File: src/rtl/vin_timing_mon.sv
// Video timing monitor: one-cycle passthrough of the pixel stream with pixel coordinates,
// per-frame timing checks against nominal parameters and a lock state machine.
module vin_timing_mon #(
  parameter int H_WIDTH     = 1920,
  parameter int H_START     = 2008,
  parameter int H_TOTAL     = 2200,
  parameter int V_HEIGHT    = 1080,
  parameter int LOCK_FRAMES = 4,
  parameter int TIMEOUT     = 8388608
) (
  input  logic        vin_clk_i,
  input  logic        vin_rst_i,
  input  logic        vin_hs_i,
  input  logic        vin_vs_i,
  input  logic        vin_de_i,
  input  logic [23:0] vin_data_i,
  output logic        vout_hs_o,
  output logic        vout_vs_o,
  output logic        vout_de_o,
  output logic [23:0] vout_data_o,
  output logic [11:0] h_cnt_o,
  output logic [10:0] v_cnt_o,
  output logic        frame_o,
  output logic        locked_o,
  output logic [2:0]  err_o
);

  typedef enum logic [1:0] {
    ST_SEARCH  = 2'd0,
    ST_MEASURE = 2'd1,
    ST_LOCKED  = 2'd2
  } state_e;

  localparam logic [12:0] H_WIDTH_C  = 13'(H_WIDTH);
  localparam logic [12:0] H_START_C  = 13'(H_START);
  localparam logic [12:0] H_TOTAL_C  = 13'(H_TOTAL);
  localparam logic [11:0] V_HEIGHT_C = 12'(V_HEIGHT);
  localparam logic [3:0]  LOCK_C     = 4'(LOCK_FRAMES);
  localparam logic [23:0] TIMEOUT_C  = 24'(TIMEOUT);

  logic        hs_q, vs_q, de_q;
  logic [23:0] data_q;
  logic [11:0] h_cnt_q, h_cnt_d;
  logic [10:0] v_cnt_q, v_cnt_d;
  logic        line_seen_q, line_seen_d;
  logic        hs_pend_q, hs_pend_d;
  logic        h_acc_q, h_acc_d;
  logic        hs_acc_q, hs_acc_d;
  logic        frame_q, frame_d;
  logic        locked_q, locked_d;
  logic [2:0]  err_q, err_d;
  state_e      state_q, state_d;
  logic [3:0]  good_cnt_q, good_cnt_d;
  logic [23:0] to_cnt_q, to_cnt_d;

  logic        de_rise_s, de_fall_s, hs_rise_s, vs_rise_s;
  logic        line_seen_eff_s;
  logic [12:0] h_inc_s;
  logic [11:0] v_inc_s;
  logic        h_now_s, hs_now_s;
  logic [2:0]  flags_s;
  logic        good_s, timeout_s;

  // Next-state logic: edges, counters, line checks, frame evaluation and lock FSM
  always_comb begin
    de_rise_s = vin_de_i & ~de_q;
    de_fall_s = ~vin_de_i & de_q;
    hs_rise_s = vin_hs_i & ~hs_q;
    vs_rise_s = vin_vs_i & ~vs_q;
    h_inc_s   = {1'b0, h_cnt_q} + 13'd1;
    v_inc_s   = {1'b0, v_cnt_q} + 12'd1;
    // A DE rise coinciding with VS rise opens line 0 of the new frame.
    line_seen_eff_s = line_seen_q & ~vs_rise_s;

    h_now_s   = (de_rise_s & line_seen_eff_s & (h_inc_s != H_TOTAL_C)) |
                (de_fall_s & (h_inc_s != H_WIDTH_C));
    hs_now_s  = hs_rise_s & hs_pend_q & (h_inc_s != H_START_C);
    flags_s   = {hs_acc_q | hs_now_s, h_acc_q | h_now_s,
                 ~line_seen_q | (v_inc_s != V_HEIGHT_C)};
    good_s    = (flags_s == 3'b000);
    timeout_s = (to_cnt_q >= TIMEOUT_C);

    if (de_rise_s) begin
      h_cnt_d = 12'd0;
    end else if (h_cnt_q == 12'hFFF) begin
      h_cnt_d = h_cnt_q;
    end else begin
      h_cnt_d = h_cnt_q + 12'd1;
    end

    if (de_rise_s && line_seen_eff_s) begin
      v_cnt_d = (v_cnt_q == 11'h7FF) ? v_cnt_q : v_cnt_q + 11'd1;
    end else if (de_rise_s) begin
      v_cnt_d = 11'd0;
    end else begin
      v_cnt_d = v_cnt_q;
    end

    if (de_rise_s) begin
      line_seen_d = 1'b1;
    end else if (vs_rise_s) begin
      line_seen_d = 1'b0;
    end else begin
      line_seen_d = line_seen_q;
    end

    if (de_rise_s) begin
      hs_pend_d = 1'b1;
    end else if (hs_rise_s) begin
      hs_pend_d = 1'b0;
    end else begin
      hs_pend_d = hs_pend_q;
    end

    if (vs_rise_s) begin
      h_acc_d  = 1'b0;
      hs_acc_d = 1'b0;
      to_cnt_d = 24'd0;
    end else begin
      h_acc_d  = h_acc_q | h_now_s;
      hs_acc_d = hs_acc_q | hs_now_s;
      to_cnt_d = (to_cnt_q == 24'hFFFFFF) ? to_cnt_q : to_cnt_q + 24'd1;
    end

    frame_d    = vs_rise_s;
    state_d    = state_q;
    good_cnt_d = good_cnt_q;
    err_d      = err_q;
    if (vs_rise_s) begin
      case (state_q)
        ST_SEARCH: begin
          state_d    = ST_MEASURE;
          good_cnt_d = 4'd0;
        end
        ST_MEASURE: begin
          err_d = flags_s;
          if (!good_s) begin
            good_cnt_d = 4'd0;
          end else if ((good_cnt_q + 4'd1) == LOCK_C) begin
            good_cnt_d = good_cnt_q + 4'd1;
            state_d    = ST_LOCKED;
          end else begin
            good_cnt_d = good_cnt_q + 4'd1;
          end
        end
        ST_LOCKED: begin
          err_d = flags_s;
          if (!good_s) begin
            state_d    = ST_MEASURE;
            good_cnt_d = 4'd0;
          end else begin
            state_d = ST_LOCKED;
          end
        end
        default: begin
          state_d    = ST_SEARCH;
          good_cnt_d = 4'd0;
        end
      endcase
    end else if (timeout_s) begin
      state_d    = ST_SEARCH;
      good_cnt_d = 4'd0;
    end else begin
      state_d = state_q;
    end
    locked_d = (state_d == ST_LOCKED);
  end

  // State and output registers with synchronous reset
  always_ff @(posedge vin_clk_i) begin
    if (vin_rst_i) begin
      hs_q        <= 1'b0;
      vs_q        <= 1'b0;
      de_q        <= 1'b0;
      data_q      <= 24'd0;
      h_cnt_q     <= 12'd0;
      v_cnt_q     <= 11'd0;
      line_seen_q <= 1'b0;
      hs_pend_q   <= 1'b0;
      h_acc_q     <= 1'b0;
      hs_acc_q    <= 1'b0;
      frame_q     <= 1'b0;
      locked_q    <= 1'b0;
      err_q       <= 3'd0;
      state_q     <= ST_SEARCH;
      good_cnt_q  <= 4'd0;
      to_cnt_q    <= 24'd0;
    end else begin
      hs_q        <= vin_hs_i;
      vs_q        <= vin_vs_i;
      de_q        <= vin_de_i;
      data_q      <= vin_data_i;
      h_cnt_q     <= h_cnt_d;
      v_cnt_q     <= v_cnt_d;
      line_seen_q <= line_seen_d;
      hs_pend_q   <= hs_pend_d;
      h_acc_q     <= h_acc_d;
      hs_acc_q    <= hs_acc_d;
      frame_q     <= frame_d;
      locked_q    <= locked_d;
      err_q       <= err_d;
      state_q     <= state_d;
      good_cnt_q  <= good_cnt_d;
      to_cnt_q    <= to_cnt_d;
    end
  end

  assign vout_hs_o   = hs_q;
  assign vout_vs_o   = vs_q;
  assign vout_de_o   = de_q;
  assign vout_data_o = data_q;
  assign h_cnt_o     = h_cnt_q;
  assign v_cnt_o     = v_cnt_q;
  assign frame_o     = frame_q;
  assign locked_o    = locked_q;
  assign err_o       = err_q;

endmodule

File: config.mk
export PLATFORM = sky130hd
export DESIGN_NAME = vin_timing_mon
export DESIGN_NICKNAME = d
export VERILOG_FILES = /design/src/rtl/vin_timing_mon.sv
export SDC_FILE = /design/constraint.sdc
export NUM_CORES = 1
export LEC_CHECK = 0
export ABC_AREA = 1
export CORE_ASPECT_RATIO = 1.25
export CORE_UTILIZATION = 45
export CTS_CLUSTER_DIAMETER = 60
export DETAILED_ROUTE_END_ITERATION = 16
export GPL_TIMING_DRIVEN = 0
export PLACE_DENSITY = 0.69
export SLEW_MARGIN = 20
export SYNTH_ARGS = -nofsm -noshare
export SYNTH_HDL_FRONTEND = slang
export SYNTH_SLANG_ARGS = --single-unit
File: constraint.sdc
create_clock -name vin_clk_i -period 3.8 [get_ports vin_clk_i]
set_clock_uncertainty 0.05 [all_clocks]
set_input_delay 0.57 -clock vin_clk_i [delete_from_list [all_inputs] [get_ports vin_clk_i]]
set_output_delay 0.57 -clock vin_clk_i [all_outputs]
set_load 0.01 [all_outputs]
### Yosys cells after proc, flatten, opt, wreduce, memory -nomap -nowiden

Index checks and enable logic that the tools add are counted.

| operators by class | value |
|---|---|
| reduce and logical (&&, ||, !) cells | 13 |
| bitwise operators | 20 |
| $add $sub $neg | 6 |
| mux-type cells | 18 |
| $lt $le $gt $ge | 1 |
| equality and inequality tests | 13 |

Operator list:

| kind | number |
|---|---|
| 2-to-1 mux 11 bit | 3 |
| != test 13 x 11 -> 1 bit, second input constant | 2 |
| adder 24 x 1 -> 24 bit, second input constant | 1 |
| equality test 24 bit, second input constant | 1 |
| >= comparator 24 bit, second input constant | 1 |
| 2-to-1 mux 4 bit | 4 |
| adder 12 x 1 -> 13 bit, second input constant | 1 |
| != test 13 x 12 -> 1 bit, second input constant | 1 |
| adder 11 x 1 -> 12 bit, second input constant | 1 |
| adder 12 x 1 -> 12 bit, second input constant | 1 |
| equality test 12 bit, second input constant | 1 |
| != test 12 x 11 -> 1 bit, second input constant | 1 |
| adder 11 x 1 -> 11 bit, second input constant | 1 |
| equality test 11 bit, second input constant | 1 |
| AND 1 bit | 10 |
| 2-to-1 mux 2 bit | 5 |
| case mux 4 bit (2 select lines) | 1 |
| nonzero test 2 bit | 4 |
| NOT 1 bit | 6 |
| case mux 2 bit (3 select lines) | 1 |
| AND reduction 2 bit | 3 |
| OR reduction 2 bit | 3 |
| adder 4 x 1 -> 4 bit, second input constant | 1 |
| equality test 2 bit, second input constant | 2 |
| other kinds (9) | 15 |

| word-level totals | value |
|---|---|
| bits in registers | 89 |
| word-level logic and storage cells | 87 |
| bits of input ports | 29 |
| output and inout bits | 55 |

### Depth between registers and ports, before layout

Gate-level depths: netlist of the first run.

| depth | value |
|---|---|
| word-level depth | 13 |
| mapped depth | 20 |
| depth with buffers taken out | 20 |

### Worst setup path after synthesis of the first run

No wires, ideal clock.

| timing | value |
|---|---|
| kind | reg2reg |
| start point | register h_cnt_q[1] (netlist: h_cnt_o[1]) |
| end point | register good_cnt_q[0] |
| cell stages (with the launch flop) | 19 |
| data required time | 3.637 ns |
| period minus slack after synthesis | 2.247 ns |
| setup time | 0.113 ns |
| arrival time | 2.083 ns |
| slack | 1.553 ns |
| cells stage by stage | dfxtp_1 ha_1 nand3_2 nor2_2 nand3_1 nand2_1 nand2_1 nor2_2 nand3_1 nand2_1 nand2_2 nor2_4 nand2_2 clkinv_2 nand3_2 o21ai_2 inv_2 nor2_1 nor2_1 |

| between the ends | value |
|---|---|
| cells in the longest elaborated chain, start to end | 9 |
| elaborated cells between the ends (all ways) | 16 |
| classes of those cells | add/sub: 1; eq/ne: 4; mux: 3; bitwise: 6; reduce/logical: 2 |

Ends and longest elaborated chain:

| element | RTL line | source |
|---|---|---|
| start: declaration | 43 | `logic [11:0] h_cnt_q, h_cnt_d;` |
| start signal: assignment | 193 | `h_cnt_q <= h_cnt_d;` |
| adder 12 x 1 -> 13 bit * | 70 | `h_inc_s = {1'b0, h_cnt_q} + 13'd1;` |
| != test 13 x 12 -> 1 bit or != test 13 x 11 -> 1 bit (tied branches) | 75, 76 |  |
| AND 1 bit, on equally long branches | 75, 76 |  |
| bitwise OR 1 bit | 75 | `h_now_s = (de_rise_s & line_seen_eff_s & (h_inc_s != H_TOTAL_C)) \|` |
| bitwise OR 1 bit | 78 | `flags_s = {hs_acc_q \| hs_now_s, h_acc_q \| h_now_s,` |
| logical NOT 3 bit * | 80 | `good_s = (flags_s == 3'b000);` |
| 2-to-1 mux 4 bit | 137 | `if (!good_s) begin` |
| case mux 4 bit (2 select lines) | 130 | `case (state_q)` |
| 2-to-1 mux 4 bit | 129 | `if (vs_rise_s) begin` |
| end signal: assignment | 203 | `good_cnt_q <= good_cnt_d;` |
| end: declaration | 53 | `logic [3:0] good_cnt_q, good_cnt_d;` |

Every way passes the cells marked *; elsewhere a longest branch is shown, timed or not.
A chain may end at the register's enable or synchronous reset.

### Worst setup path after layout of the first run

| timing | value |
|---|---|
| start point | register h_cnt_q[1] (netlist: h_cnt_o[1]) |
| end point | register h_cnt_q[1] (netlist: h_cnt_o[1]) |

| between the ends | value |
|---|---|
| cells in the longest elaborated chain, start to end | 1 |
| elaborated cells between the ends (all ways) | 2 |
| classes of those cells | add/sub: 1; eq/ne: 1 |

Ends and longest elaborated chain:

| element | RTL line |
|---|---|
| adder 12 x 1 -> 12 bit or equality test 12 bit (tied branches) | 88, 85 |

Several ways; a longest one is shown, not always the timed one.

==> results.py, run 1 <==
metrics = {
    "outcome": {
        "status": "completed",
    },
    "setup_path": {
        "cp.depth": 8,
        "cpPeakStageDelay_ps": 760,
        "start_kind": "flop",
        "cp-end-kind": "flop",
        "worstPathCellList": "ha_1, nand3_1, clkinv_1, nand2_1, nor4_1, clkinv_1, nor2_1, nor2_1",
        "worstRegToRegCells": 8,
        "crit_required_ps": 3990,
        "crit_arrival_ps": 2990,
        "crit_slowest_cell": "nor4_1",
        "crit_type": "reg -> reg",
        "critPathMaxFanout": 9,
        "path_buf_inv": 2,
        "path_delay_family": "simple AND/OR/NAND/NOR gates",
    },
    "sta": {
        "slew_violations": 0,
        "fmaxAchievable_ghz": 0.357,
        "tightest_slew_ps": 987,
        "relSlewSlack_pct": 33.6,
        "period_share_pct": 73.6,
        "hold_viol": 0,
        "tns_ps": 0,
        "fin_hold_ws_ps": 425,
        "min_period_ps": 2800,
        "finalSetupViolations": 0,
        "rsz0062_at_grt": "false",
    },
    "finish": {
        "nNetsFinal": 728,
        "layout_commonest_cell": "nand2_1",
        "syn_to_final_growth_pct": 30.1,
        "final_core_util_pct": 60.0,
        "final_cell_mix": "nand2_1 (121), inv_1 (104), nor2_1 (96), dfxtp_1 (89), clkdlybuf4s50_1 (82)",
        "fin_cells": 815,
        "final_area_sq_um": 5450,
        "diodes": 0,
        "final_layout_size_suffix_gt1_share_pct": 6.94,
    },
    "clock_tree": {
        "postCtsHoldBufs": 0,
        "cts_tree": "built",
        "cts_setup_buffers": 0,
        "numCtsBuffers": 9,
        "cts.sinks": 89,
        "htreeDepth": 3,
        "post_cts_resized": 0,
        "path_clk_slew_ps": 70,
        "cts_root_buf": "clkbuf_16",
        "clock_latency_ps": 350,
        "clockBufferDepth": 2,
    },
    "synth": {
        "synth_async_sr_flop_share_pct": 0,
        "yosys_warnings": 0,
        "synth_edf_count": 0,
        "syn-cell-area_sq_um": 4190,
        "avgSynthCellArea_sq_um": 7.05,
        "yosys.cell_types.count": 31,
        "syn-num-nets": 635,
        "synth_cells": 594,
        "ys_ff_latch": 89,
        "yosysSeqAreaShare_pct": 42.5,
        "synth_ff_type": "dfxtp_1",
    },
    "place": {
        "placed_cells": 799,
        "gp_congestion": 0.875,
        "io_buffers": 82,
        "hpwl_mm": 7.13,
        "placed_cell_area_sq_um": 5160,
    },
    "die": {
        "die_w_microns": 88.3,
        "dieHeight_microns": 110,
        "pin_count": 84,
        "die-area_sq_um": 9700,
        "rows": 39,
        "coreArea_sq_um": 9080,
        "start_util_pct": 46.2,
    },
    "route": {
        "routed-via-count": 3898,
        "drt_iter0_drc": 201,
        "viasPerCell": 4.78,
        "wire_per_inst_microns": 11.4,
        "drc": 0,
        "drt.antenna.violating_nets": 0,
        "wl_mm": 9.30,
        "firstDrtPassIters": 5,
    },
    "grt": {
        "grt_max_degree": 18,
        "grt_util_all_layers_pct": 20.3,
        "grt_pass1_vias": 3617,
        "grtUsageMet3_pct": 4.58,
        "grtUsageMet1_pct": 22.2,
        "top_usage_layer": "met2",
        "grt_pass1_wl_mm": 15.2,
        "antenna_found_initial": 0,
        "met2_usage_pct": 36.3,
        "grt.overflow.total": 0,
    },
    "pwr": {
        "p_leak_nw": 2.36,
        "powerDensity_nw_per_um2": 366,
        "irDropWorstVdd_v": 0.000227,
    },
    "job": {
        "drv_cap": 0,
    },
    "hold_path": {
        "whs_path_depth": 2,
        "holdCritPathClass": "reg -> reg",
    },
}
[flip-flops by register name, indices dropped and copies added, names as in the netlist, 2 cells and up]
name and flops:
state_q 2, h_cnt_o 12, vout_data_o 24, good_cnt_q 4
v_cnt_o 11, err_o 3, to_cnt_q 24
[worst paths after layout]
check,from,slack [ps],end
max,h_cnt_o[1]$_SDFFE_PP0P_,1000,h_cnt_o[1]$_SDFFE_PP0P_
min,hs_pend_q$_SDFFE_PP0P_,430,hs_pend_q$_SDFFE_PP0P_
max reg2reg,h_cnt_o[1]$_SDFFE_PP0P_,1000,h_cnt_o[1]$_SDFFE_PP0P_
min reg2reg,hs_pend_q$_SDFFE_PP0P_,430,hs_pend_q$_SDFFE_PP0P_
[cell families (layout without fill, tap and decap cells)]
| group | after synthesis | after routing | synth area share (%) |
|---|---|---|---|
| AOI/OAI and AO/OA | 57 | 57 | 7.32 |
| and+or+nand+nor | 299 | 299 | 31.8 |
| buffers and inverters | 116 | 214 | 10.4 |
| DFF | 89 | 89 | 42.5 |
| adders and majority gates | 12 | 12 | 3.58 |
| xor gates and xnor gates | 21 | 21 | 4.39 |
[tightest hold or removal path: stages, from the launching register on]
cell,delay [ps]
dfxtp_1,310
nand2_1,60
a21oi_1,50
[synthesized netlist by cell type, types with 2 or more instances]
library cell | number | share of area [%]
nand3b_1 | 3 | 0.54
xor2_1 | 11 | 2.3
nand2_2 | 8 | 1.2
o21ai_0 | 17 | 2.0
a22oi_1 | 3 | 0.54
nand2_1 | 121 | 11
inv_2 | 2 | 0.18
nor2_1 | 96 | 8.6
nor2_4 | 2 | 0.54
inv_1 | 104 | 9.3
ha_1 | 12 | 3.6
a31oi_1 | 2 | 0.30
clkinv_1 | 3 | 0.27
o21bai_1 | 2 | 0.36
o21ai_1 | 4 | 0.48
nand3_2 | 4 | 0.96
nor3_1 | 7 | 0.84
clkbuf_1 | 6 | 0.54
nor4_1 | 6 | 0.90
nor3_2 | 3 | 0.72
or2_2 | 3 | 0.45
nand4_1 | 7 | 1.0
nor2_2 | 7 | 1.0
dfxtp_1 | 89 | 43
a21oi_1 | 27 | 3.2
nand3_1 | 31 | 3.7
xnor2_1 | 10 | 2.1
[final cells by class]
cell class              instances  area, sq um
multi-input cells             389         1970
fillers                       849         3630
repair buffers                 82          821
inverters                     110          414
clock buffers                   9          225
flip-flops and latches         89         1780
plain buffers                   6         22.5
clock inverters                 7         60.1
well taps                     123          154
[through the flow]
step	setup slack (ps)	total power [mW]
after floorplan	1550	1.07
after global placement	1010	1.16
after detailed placement	961	1.16
after CTS	1100	2.02
after global routing	723	2.08
final	1000	1.99
[power breakdown]
| group | switching, mW | internal [mW] | total, mW |
|---|---|---|---|
| combinational | 0.0800 | 0.0823 | 0.162 |
| clock | 0.398 | 0.457 | 0.856 |
| sequential | 0.0159 | 0.960 | 0.976 |
[per-layer routing]
layer	vias to the layer above	wire [microns]	part of all wire (%)
li1	2012	-	-
met1	1753	3830	41
met2	123	4800	52
met3	10	559	6.0
met4	0	114	1.2
met5	-	0	0
No activity file was read; power rests on OpenSTA's default activity.
==> run 2: changes to the inputs <==
PLACE_DENSITY = 0.72   (was 0.69)
clock period = 2.3 ns   (was 3.8 ns; I/O delays follow)
==> results.py, run 2 (synthesis gave the netlist of run 1 again) <==
metrics = {
    "outcome": {
        "status": "complete, but fails checks",
        "violations": "setup timing",
    },
    "clock_tree": {
        "path_clk_slew_ps": 60,
        "cts_tree": "built",
        "numCtsBuffers": 9,
        "cts.sinks": 89,
        "clockBufferDepth": 2,
        "cts_root_buf": "clkbuf_16",
        "postCtsHoldBufs": 0,
        "htreeDepth": 3,
        "clock_latency_ps": 340,
    },
    "setup_path": {
        "start_kind": "flop",
        "cp-end-kind": "flop",
        "crit_required_ps": 2480,
        "crit_arrival_ps": 2580,
        "critPathMaxFanout": 5,
        "crit_type": "reg -> reg",
    },
    "hold_path": {
        "holdCritPathClass": "in -> reg",
    },
    "die": {
        "start_util_pct": 46.2,
        "dieHeight_microns": 110,
        "rows": 39,
        "die_w_microns": 88.3,
        "pin_count": 84,
        "die-area_sq_um": 9700,
        "coreArea_sq_um": 9080,
    },
    "grt": {
        "grt.overflow.total": 0,
        "grt_util_all_layers_pct": 21.6,
        "grt_pass1_vias": 3742,
        "grt_pass1_wl_mm": 16.5,
        "grt_max_degree": 14,
        "antenna_found_initial": 0,
    },
    "finish": {
        "fin_cells": 832,
        "layout_commonest_cell": "nand2_1",
        "nNetsFinal": 746,
        "final_layout_size_suffix_gt1_share_pct": 15.7,
        "syn_to_final_growth_pct": 39.8,
        "final_cell_mix": "nand2_1 (111), inv_1 (104), nor2_1 (84), clkdlybuf4s50_1 (82), dfxtp_1 (78)",
        "diodes": 0,
    },
    "sta": {
        "min_period_ps": 2400,
        "finalSetupViolations": 5,
        "fmaxAchievable_ghz": 0.417,
        "hold_viol": 0,
        "period_share_pct": 104,
        "relSlewSlack_pct": 50.5,
        "layout_setup_ws_ps": -96.7,
        "rsz0062_at_grt": "true",
        "slew_violations": 0,
        "fin_hold_ws_ps": 378,
        "tns_ps": -374,
        "tightest_slew_ps": 740,
    },
    "pwr": {
        "p_leak_nw": 2.50,
        "powerDensity_nw_per_um2": 554,
        "power_mw": 3.24,
        "irDropWorstVdd_v": 0.000426,
    },
    "route": {
        "firstDrtPassIters": 4,
        "wl_mm": 10.4,
        "routed-via-count": 4050,
        "drt.antenna.violating_nets": 0,
        "drc": 0,
        "viasPerCell": 4.87,
        "drt_iter0_drc": 182,
        "wire_per_inst_microns": 12.5,
    },
    "job": {
        "drv_cap": 0,
    },
    "place": {
        "hpwl_mm": 7.13,
        "io_buffers": 82,
        "placed_cells": 799,
        "gp_congestion": 0.942,
    },
}
## run 2: layout make-up
class                   instances  area, sq um
fillers                       808         3220
multi-input cells             389         2240
flip-flops and latches         89         1810
repair buffers                100          956
inverters                     110          417
clock buffers                  12          246
well taps                     123          154
plain buffers                   6         22.5
clock inverters                 3         17.5
## run 2: final timing paths
kind | start | end | slack, ps | cells after the start
hold reg to reg | hs_pend_q$_SDFFE_PP0P_ | hs_pend_q$_SDFFE_PP0P_ | 450 | 2
setup / recovery | v_cnt_o[1]$_SDFFE_PP0P_ | good_cnt_q[2]$_SDFFE_PP0P_ | -100 | 15
hold / removal | vin_rst_i | hs_pend_q$_SDFFE_PP0P_ | 380 | 2
setup reg to reg | v_cnt_o[1]$_SDFFE_PP0P_ | good_cnt_q[2]$_SDFFE_PP0P_ | -100 | 15
## run 2: per-stage QoR
stage	setup slack, ps	util [%]	area (sq um)
finish	-96.7	64.5	5860
global route	-259	64.5	5860
CTS	-19.6	60.7	5510
detailed placement	-386	56.9	5160
global placement	-318	56.9	5160
floorplan	53.3	-	4190
## run 2: where the power goes
group	internal [mW]	switching (mW)
clock	0.753	0.589
combinational	0.144	0.143
sequential	1.58	0.0303
total	2.48	0.762
## run 2: metal layers
metal / vias to the layer above / global-route usage, % / wire length (microns) / share of wire (%)
met1: 1851 / 24.4 / 4210 / 40
met3: 26 / 5.93 / 648 / 6.2
met4: 0 / 8.76 / 277 / 2.7
li1: 2055 / - / - / -
met5: - / 0 / 0 / 0
met2: 118 / 37.7 / 5290 / 51
## run 2: worst max-delay path, stage by stage (launching register included)
cell     delay (ps)
dfxtp_4         380
ha_4            150
nand3_4          90
nor2_4          140
nand2_2          80
xnor2_2         150
nor4_2          330
nand2_1         150
nor2_4          200
nand2_4          80
inv_4            70
nand3_4          60
o21ai_4          90
inv_2           100
nor2_2          110
nor2_1           40
## run 2: timing repair
action | in CTS | in global routing
buffers inserted | 0 | 18
pin swaps | 2 | 22
setup endpoints to repair | 21 | 16
endpoints found under the hold margin | 0 | 0
gates resized for setup | 23 | 54
==> run 3: changes to the inputs <==
CAP_MARGIN = 40   (was unset)
==> results of run 3 <==
The final DEF is identical to that of run 2; final timing and power are the same.
